**src/rtl/lzc_seq_ctrl.sv**
```systemverilog
// lzc_seq_ctrl -- multi-cycle leading-zero counter for a NUM_BYTES*8-bit word.
// One 8-bit leading-zero evaluation is reused each cycle, scanning the
// captured word MSB byte first and accumulating the count.
//
// Ports:
//   clk, rst           clock, synchronous active-high reset
//   data_in/in_valid/in_ready      word input handshake (accepted only in IDLE)
//   data_out/all_zero/out_valid/out_ready  result handshake (held in DONE)
//   busy               block is not IDLE
module lzc_seq_ctrl #(
    parameter int NUM_BYTES  = 4,
    parameter bit EARLY_EXIT = 1'b1,
    parameter int CNT_W      = $clog2(8*NUM_BYTES+1)
) (
    input  logic                   clk,
    input  logic                   rst,
    input  logic [8*NUM_BYTES-1:0] data_in,
    input  logic                   in_valid,
    output logic                   in_ready,
    output logic [CNT_W-1:0]       data_out,
    output logic                   all_zero,
    output logic                   out_valid,
    input  logic                   out_ready,
    output logic                   busy
);

    localparam int W     = 8*NUM_BYTES;
    localparam int IDX_W = (NUM_BYTES > 1) ? $clog2(NUM_BYTES) : 1;

    typedef enum logic [1:0] {IDLE, SCAN, DONE} state_t;

    state_t           state, state_nxt;
    logic [W-1:0]     word_q;
    logic [IDX_W-1:0] idx;
    logic             found;      // result already latched (matters for fixed-latency scans)

    logic [W-1:0]     shifted;
    logic [7:0]       slice;
    logic [3:0]       lz;
    logic             nz;
    logic             last;
    logic             scan_end;
    logic [CNT_W-1:0] pos;

    // Leading zeros of one byte: 0..7, or 8 for a zero byte.
    function automatic logic [3:0] lz8(input logic [7:0] b);
        lz8 = 4'd8;
        for (int i = 0; i < 8; i++)
            if (b[i]) lz8 = 4'(7 - i);   // highest set bit wins (last write)
    endfunction

    // Bring slice idx to the top byte so slice 0 is the MSB byte.
    always_comb begin
        shifted  = word_q << {idx, 3'b000};
        slice    = shifted[W-1 -: 8];
        lz       = lz8(slice);
        nz       = |slice;
        last     = (idx == IDX_W'(NUM_BYTES-1));
        scan_end = last || (EARLY_EXIT && nz);
        pos      = (CNT_W'(idx) << 3) + CNT_W'(lz);
    end

    // State register
    always_ff @(posedge clk) begin
        if (rst) state <= IDLE;
        else     state <= state_nxt;
    end

    // Next-state logic
    always_comb begin
        state_nxt = state;
        case (state)
            IDLE:    if (in_valid)  state_nxt = SCAN;
            SCAN:    if (scan_end)  state_nxt = DONE;
            DONE:    if (out_ready) state_nxt = IDLE;
            default:                state_nxt = IDLE;
        endcase
    end

    // Outputs; in_ready is masked by rst so a word offered during reset is not implied accepted.
    always_comb begin
        in_ready  = (state == IDLE) && !rst;
        out_valid = (state == DONE);
        busy      = (state != IDLE);
    end

    // Datapath: capture, scan index, count accumulator
    always_ff @(posedge clk) begin
        if (rst) begin
            word_q   <= '0;
            idx      <= '0;
            data_out <= '0;
            all_zero <= 1'b0;
            found    <= 1'b0;
        end else begin
            case (state)
                IDLE: if (in_valid) begin
                    word_q   <= data_in;
                    idx      <= '0;
                    data_out <= '0;
                    all_zero <= 1'b0;
                    found    <= 1'b0;
                end
                SCAN: begin
                    // First non-zero slice fixes the result; later slices are ignored.
                    if (!found && nz) begin
                        data_out <= pos;
                        found    <= 1'b1;
                    end else if (!found && last) begin
                        data_out <= CNT_W'(W);
                        all_zero <= 1'b1;
                    end
                    if (!scan_end) idx <= idx + 1'b1;
                end
                default: ;
            endcase
        end
    end

endmodule
```
**config.mk**
```make
export PLATFORM = sky130hd
export DESIGN_NAME = lzc_seq_ctrl
export DESIGN_NICKNAME = d
export VERILOG_FILES = /design/src/rtl/lzc_seq_ctrl.sv
export SDC_FILE = /design/constraint.sdc
export NUM_CORES = 1
export LEC_CHECK = 0
export BUFFER_PORTS_ARGS = -buffer_cell sky130_fd_sc_hd__buf_2
export CAP_MARGIN = 20
export CORE_AREA = 4 4 74 62
export DETAILED_ROUTE_END_ITERATION = 10
export DIE_AREA = 0 0 78 66
export GPL_TIMING_DRIVEN = 0
export PLACE_DENSITY = 0.77
export SETUP_SLACK_MARGIN = 0.3
export SLEW_MARGIN = 15
export SYNTH_ARGS = -nofsm -noshare
export SYNTH_HDL_FRONTEND = slang
export SYNTH_SLANG_ARGS = --single-unit
```
**constraint.sdc**
```tcl
create_clock -name clk -period 3.35 [get_ports clk]
set_clock_uncertainty 0.2 [all_clocks]
set_input_delay 0.1675 -clock clk [delete_from_list [all_inputs] [get_ports clk]]
set_output_delay 0.1675 -clock clk [all_outputs]
set_load 0.005 [all_outputs]
```
==> results.sh, run 1 <==
export IMPL_setup_violations=0
export IMPL_place_gp_congestion=0.883
export IMPL_drv_cap=0
export IMPL_fin_crit_ns=2.92
export IMPL_peakVddDrop_uv=333
export IMPL_drcViolationCount=0
export IMPL_vias_per_cell=5.25
export IMPL_drive_gt1_frac=0.208
export IMPL_cp_data_arrival_time_ns=2.89
export IMPL_antenna_cells=0
export IMPL_core_um2=3780
export IMPL_final_common_cell="nand2_1"
export IMPL_fin_cells=362
export IMPL_setup_tns_ns=0
export IMPL_final_core_util=0.699
export IMPL_grt_max_degree=13
export IMPL_place_area_um2=2220
export IMPL_cts_tree="built"
export IMPL_io_pins=46
export IMPL_slew_violations=0
export IMPL_synth_nets=260
export IMPL_clockBufferDepth=2
export IMPL_finalHoldViolations=0
export IMPL_placed_cells=321
export IMPL_die_area_um2=5150
export IMPL_fmax_mhz=343
export IMPL_grt_setup_unrepaired="no"
export IMPL_grt_pass1_vias=1839
export IMPL_initial_core_util=0.510
export IMPL_worst_pin_slew_ns=0.703
export IMPL_grt_usage=0.225
export IMPL_cp_num_cells=8
export IMPL_first_pass_iters=4
export IMPL_holdPathStages=5
export IMPL_clkTransAtPathRegs_ns=0.08
export IMPL_clock_root_buffer="clkbuf_8"
export IMPL_syn_avg_cell_area_um2=8.71
export IMPL_syn_to_final_growth_pct=37.2
export IMPL_rrSetupSlack_ns=0.43
export IMPL_crit_top_cell="ha_1"
export IMPL_crit_chain="buf_6 -> mux4_1 -> or4_4 -> nor2_2 -> ha_1 -> ha_1 -> a22oi_1 -> nor2_1"
export IMPL_total_power_mw=1.20
export IMPL_netlist_instances=221
export IMPL_fin_crit_sh=0.871
export IMPL_ys_seq_area_frac=0.457
export IMPL_max_slew_margin_rel=0.527
export IMPL_cp_top_family="simple AND/OR/NAND/NOR gates"
export IMPL_die_w_um=78
export IMPL_cts_made_buffers=5
export IMPL_final_area_um2=2640
export IMPL_worstHoldPathType="primary input to flip-flop"
export IMPL_rows=20
export IMPL_clock_latency_ns=0.29
export IMPL_antenna_found_initial=0
export IMPL_die_h_um=66
export IMPL_ys_seq_elements=44
export IMPL_critPathMaxFanout=10
export IMPL_yosysWarnings=0
export IMPL_drt_total_wl_mm=5.49
export IMPL_drtIter0Drc=90
export IMPL_grt_pass1_wl_mm=8.83
export IMPL_timing_critical_path_buf_inv=1
export IMPL_clock_sinks=44
export IMPL_final_cell_mix="nand2_1, buf_2, dfxtp_1, a21oi_1, dlygate4sd3_1"
export IMPL_nNetsFinal=345
export IMPL_reg2regPathDepth=8
export IMPL_htree_levels=2
export IMPL_p_per_area_nw_per_um2=452
export IMPL_slowest_delay_ns=0.67
export IMPL_slowest_stage="mux4_1"
export IMPL_synth_area_um2=1930
export IMPL_dpl_hpwl_mm=3.51
export IMPL_grt_overflow_total=0
export IMPL_postCtsSetupRepairBufs=0
export IMPL_leakage_nw=1.09
export IMPL_outcome="completed"
export IMPL_start_kind="flip-flop"
export IMPL_wl_per_cell_um=15.2
export IMPL_ys_types=30
export IMPL_vias=1902
export IMPL_end_kind="flip-flop"
export IMPL_critPathKind="flip-flop to flip-flop"
export IMPL_worst_ep_required_time_ns=3.32
export IMPL_port_buffers=45
export IMPL_ant_nets=0
-- layout make-up --
type                       instances  area [um2]
timing repair buffer              78         556
multi-input combinational        158         961
tap                               55        68.8
fill                             289        1140
clock buffer                       8        90.1
inverter                           5        18.8
buffer                            14        67.6
sequential                        44         881
-- worst paths after layout --
path	startpoint	end
setup / recovery	idx[0]	data_out[4]
hold / removal	in_valid	word_q[31]
setup reg to reg	idx[0]	data_out[4]
hold reg to reg	word_q[8]	word_q[8]
-- synth_stat cells (all sizes together) --
cell	n	area share
a211oi	1	0.0039
a21boi	1	0.0039
a21oi	38	0.099
a221oi	1	0.0045
a22oi	3	0.012
a31o	1	0.0045
a32oi	2	0.0091
and3b	1	0.0045
buf	2	0.012
clkbuf	12	0.023
dfxtp	44	0.46
ha	3	0.019
inv	5	0.0097
mux4	8	0.099
nand2	65	0.13
nand2b	3	0.0097
nand3	2	0.0052
nand4	1	0.0033
nand4b	1	0.0045
nor2	14	0.027
nor2b	1	0.0033
nor4	2	0.0065
o21ai	1	0.0026
o31ai	3	0.012
o41ai	1	0.014
or2	1	0.0033
or3	1	0.0033
or3b	1	0.0045
or4	2	0.012
-- power breakdown --
group          switching [mW]  internal [mW]
logic                   0.151          0.121
registers              0.0204          0.562
clock network           0.172          0.168
total                   0.344          0.851
-- worst reg2reg max path: cells and delay by family (launching register included) --
kind | cells | cell delay [ns]
AND/OR/NAND/NOR | 3 | 0.78
multiplexers | 1 | 0.67
adder cells (fa/ha/maj) | 2 | 0.40
flip-flops | 1 | 0.39
buffers and inverters | 1 | 0.18
AO/OA/AOI/OAI | 1 | 0.17
-- what timing repair did --
| action | 4_1_cts | 5_1_grt |
|---|---|---|
| endpoints found under the hold margin | 33 | 0 |
| resized for setup | 0 | 1 |
| setup endpoints to repair | 0 | 1 |
| hold buffers | 33 | 0 |
-- cells by family (layout without fill, tap and decap cells) --
group	count (synthesis)	in the layout	synth area share
AO/OA/AOI/OAI	52	52	0.165
multiplexers	8	8	0.0994
buffers and inverters	19	105	0.0448
adder cells (fa/ha/maj)	3	3	0.0195
flip-flops	44	44	0.457
AND/OR/NAND/NOR	95	95	0.214
-- metal layers --
| metal | up-vias | global-route usage | routed length (um) |
|---|---|---|---|
| li1 | 937 | - | - |
| met1 | 885 | 0.281 | 2430 |
| met2 | 69 | 0.384 | 2590 |
| met3 | 11 | 0.0463 | 367 |
| met4 | 0 | 0.0830 | 99 |
| met5 | - | 0 | 0 |
-- sequential cells by signal (all words and copies together) (netlist names) --
signal,cells
word_q,32
state,2
all_zero,1
found,1
data_out,6
idx,2
-- stage by stage --
step	worst slack, ns	hold slack [ns]
floorplan	0.659	0.103
global placement	0.447	0.209
detailed placement	0.391	0.213
CTS	0.376	0.0815
global route	0.355	0.101
finish	0.432	0.0856
Note: power is estimated with default switching activity, not from simulation.
==> run 2: changes to the inputs <==
CORE_AREA = 8 8 78 66   (was 4 4 74 62)
DIE_AREA = 0 0 86 74   (was 0 0 78 66)
==> run 2 against run 1 <==
Net effect: sequential power hardly changed; core utilization is 3.0 points lower; global-route usage decreased by 4.3 points; routed wire length decreased by 0.98%; non-clock buffer count down 1; sequential cell count did not move; clock power is 18% higher.
==> results.sh, run 2 (synthesis results as in run 1) <==
export IMPL_regMostFlops="word_q"
export IMPL_ant_nets=0
export IMPL_clock_root_buffer="clkbuf_8"
export IMPL_syn_to_final_growth_pct=37.9
export IMPL_dpl_hpwl_mm=3.63
export IMPL_wl_per_cell_um=15.0
export IMPL_grt_setup_unrepaired="no"
export IMPL_grt_pass1_vias=1893
export IMPL_setup_tns_ns=0
export IMPL_antenna_cells=0
export IMPL_grt_max_degree=15
export IMPL_grt_usage=0.182
export IMPL_grt_overflow_total=0
export IMPL_top_regs="word_q x32, data_out x6"
export IMPL_slowest_delay_ns=0.60
export IMPL_initial_core_util=0.485
export IMPL_end_kind="flip-flop"
export IMPL_placed_cells=323
export IMPL_fmax_mhz=350
export IMPL_first_pass_iters=4
export IMPL_slew_violations=0
export IMPL_drcViolationCount=0
export IMPL_crit_top_cell="ha_1"
export IMPL_clock_latency_ns=0.30
export IMPL_critPathKind="flip-flop to flip-flop"
export IMPL_fin_crit_sh=0.854
export IMPL_start_kind="flip-flop"
export IMPL_antenna_found_initial=0
export IMPL_outcome="completed"
export IMPL_cts_tree="built"
export IMPL_drv_cap=0
export IMPL_die_w_um=86
export IMPL_p_per_area_nw_per_um2=471
export IMPL_cts_made_buffers=5
export IMPL_io_pins=46
export IMPL_cp_data_arrival_time_ns=2.83
export IMPL_crit_chain="buf_6 -> mux4_2 -> or4_4 -> nor2_2 -> ha_1 -> ha_1 -> a22oi_1 -> nor2_1"
export IMPL_fin_crit_ns=2.86
export IMPL_setup_violations=0
export IMPL_peakVddDrop_uv=326
export IMPL_grt_pass1_wl_mm=9.02
export IMPL_worst_pin_slew_ns=0.683
export IMPL_max_slew_margin_rel=0.540
export IMPL_port_buffers=45
export IMPL_finalHoldViolations=0
export IMPL_nNetsFinal=344
export IMPL_place_gp_congestion=0.830
export IMPL_core_um2=3970
export IMPL_leakage_nw=1.09
export IMPL_die_area_um2=6360
export IMPL_clock_sinks=44
export IMPL_clkTransAtPathRegs_ns=0.08
export IMPL_largest_reg_flops=32
export IMPL_critPathMaxFanout=9
export IMPL_final_common_cell="nand2_1"
export IMPL_fin_cells=363
export IMPL_worstHoldPathType="primary input to flip-flop"
export IMPL_slowest_stage="or4_4"
export IMPL_die_h_um=74
export IMPL_final_cell_mix="nand2_1, buf_2, dfxtp_1, a21oi_1, dlygate4sd3_1"
export IMPL_vias_per_cell=5.16
export IMPL_rows=21
export IMPL_worst_ep_required_time_ns=3.32
export IMPL_drtIter0Drc=173
export IMPL_clockBufferDepth=2
export IMPL_drive_gt1_frac=0.216
export IMPL_htree_levels=2
export IMPL_drt_total_wl_mm=5.44
export IMPL_vias=1873
## run 2: changes by cell type in the layout (fill, tap and decap cells not counted), sizes merged
cell,change
clkbuf,-3
bufinv,+1
clkinv,+1
clkinvlp,+1
dlygate4sd3,-1
## run 2: what timing repair did
action / 4_1_cts / 5_1_grt
hold endpoints to repair: 32 / 0
setup buffers: 0 / 0
hold buffers: 32 / 0
endpoints found under the setup margin: 0 / 1
resized for setup: 0 / 1
## run 2: area by class of cell
cell class,count,area [um2]
Fill cell,305,1310
Multi-Input combinational cell,158,961
Sequential cell,44,881
Timing Repair Buffer,77,546
Tap cell,57,71.3
Clock buffer,5,68.8
Buffer,14,67.6
Clock inverter,3,42.5
Inverter,5,18.8
## run 2: worst paths after layout
check	from	to	slack (ns)	cells past startpoint
max	idx[1]	data_out[4]	0.49	8
min	out_ready	state[1]	0.004	3
max reg2reg	idx[1]	data_out[4]	0.49	8
min reg2reg	data_out[2]	data_out[2]	0.25	2
## run 2: critical path: cells and delay by family (launching register included)
| family | cells | cell delay [ns] |
|---|---|---|
| DFF | 1 | 0.39 |
| AOI/OAI and AO/OA | 1 | 0.17 |
| adders and majority gates | 2 | 0.39 |
| and+or+nand+nor | 3 | 0.82 |
| buffers and inverters | 1 | 0.18 |
| muxes | 1 | 0.57 |
## run 2: layer usage
metal | global-route usage | vias to the layer above | part of all wire
li1 | - | 935 | -
met1 | 0.219 | 866 | 0.43
met2 | 0.310 | 63 | 0.48
met3 | 0.0464 | 9 | 0.068
met4 | 0.0620 | 0 | 0.017
met5 | 0 | - | 0
## run 2: power by group
part	total, mW	switching, mW	internal (mW)
clock network	0.403	0.183	0.221
registers	0.582	0.0204	0.562
logic	0.266	0.146	0.120
total	1.25	0.349	0.903
## run 2: stage by stage
step | hold WS [ns] | area, um2 | util | power (mW) | setup slack (ns)
floorplan | 0.103 | 1930 | - | 0.747 | 0.659
global placement | 0.209 | 2220 | 0.560 | 0.819 | 0.464
detailed placement | 0.214 | 2220 | 0.560 | 0.826 | 0.417
CTS | 0.00260 | 2650 | 0.669 | 1.25 | 0.399
global route | 0.0602 | 2660 | 0.670 | 1.31 | 0.350
finish | 0.00447 | 2660 | 0.670 | 1.25 | 0.491
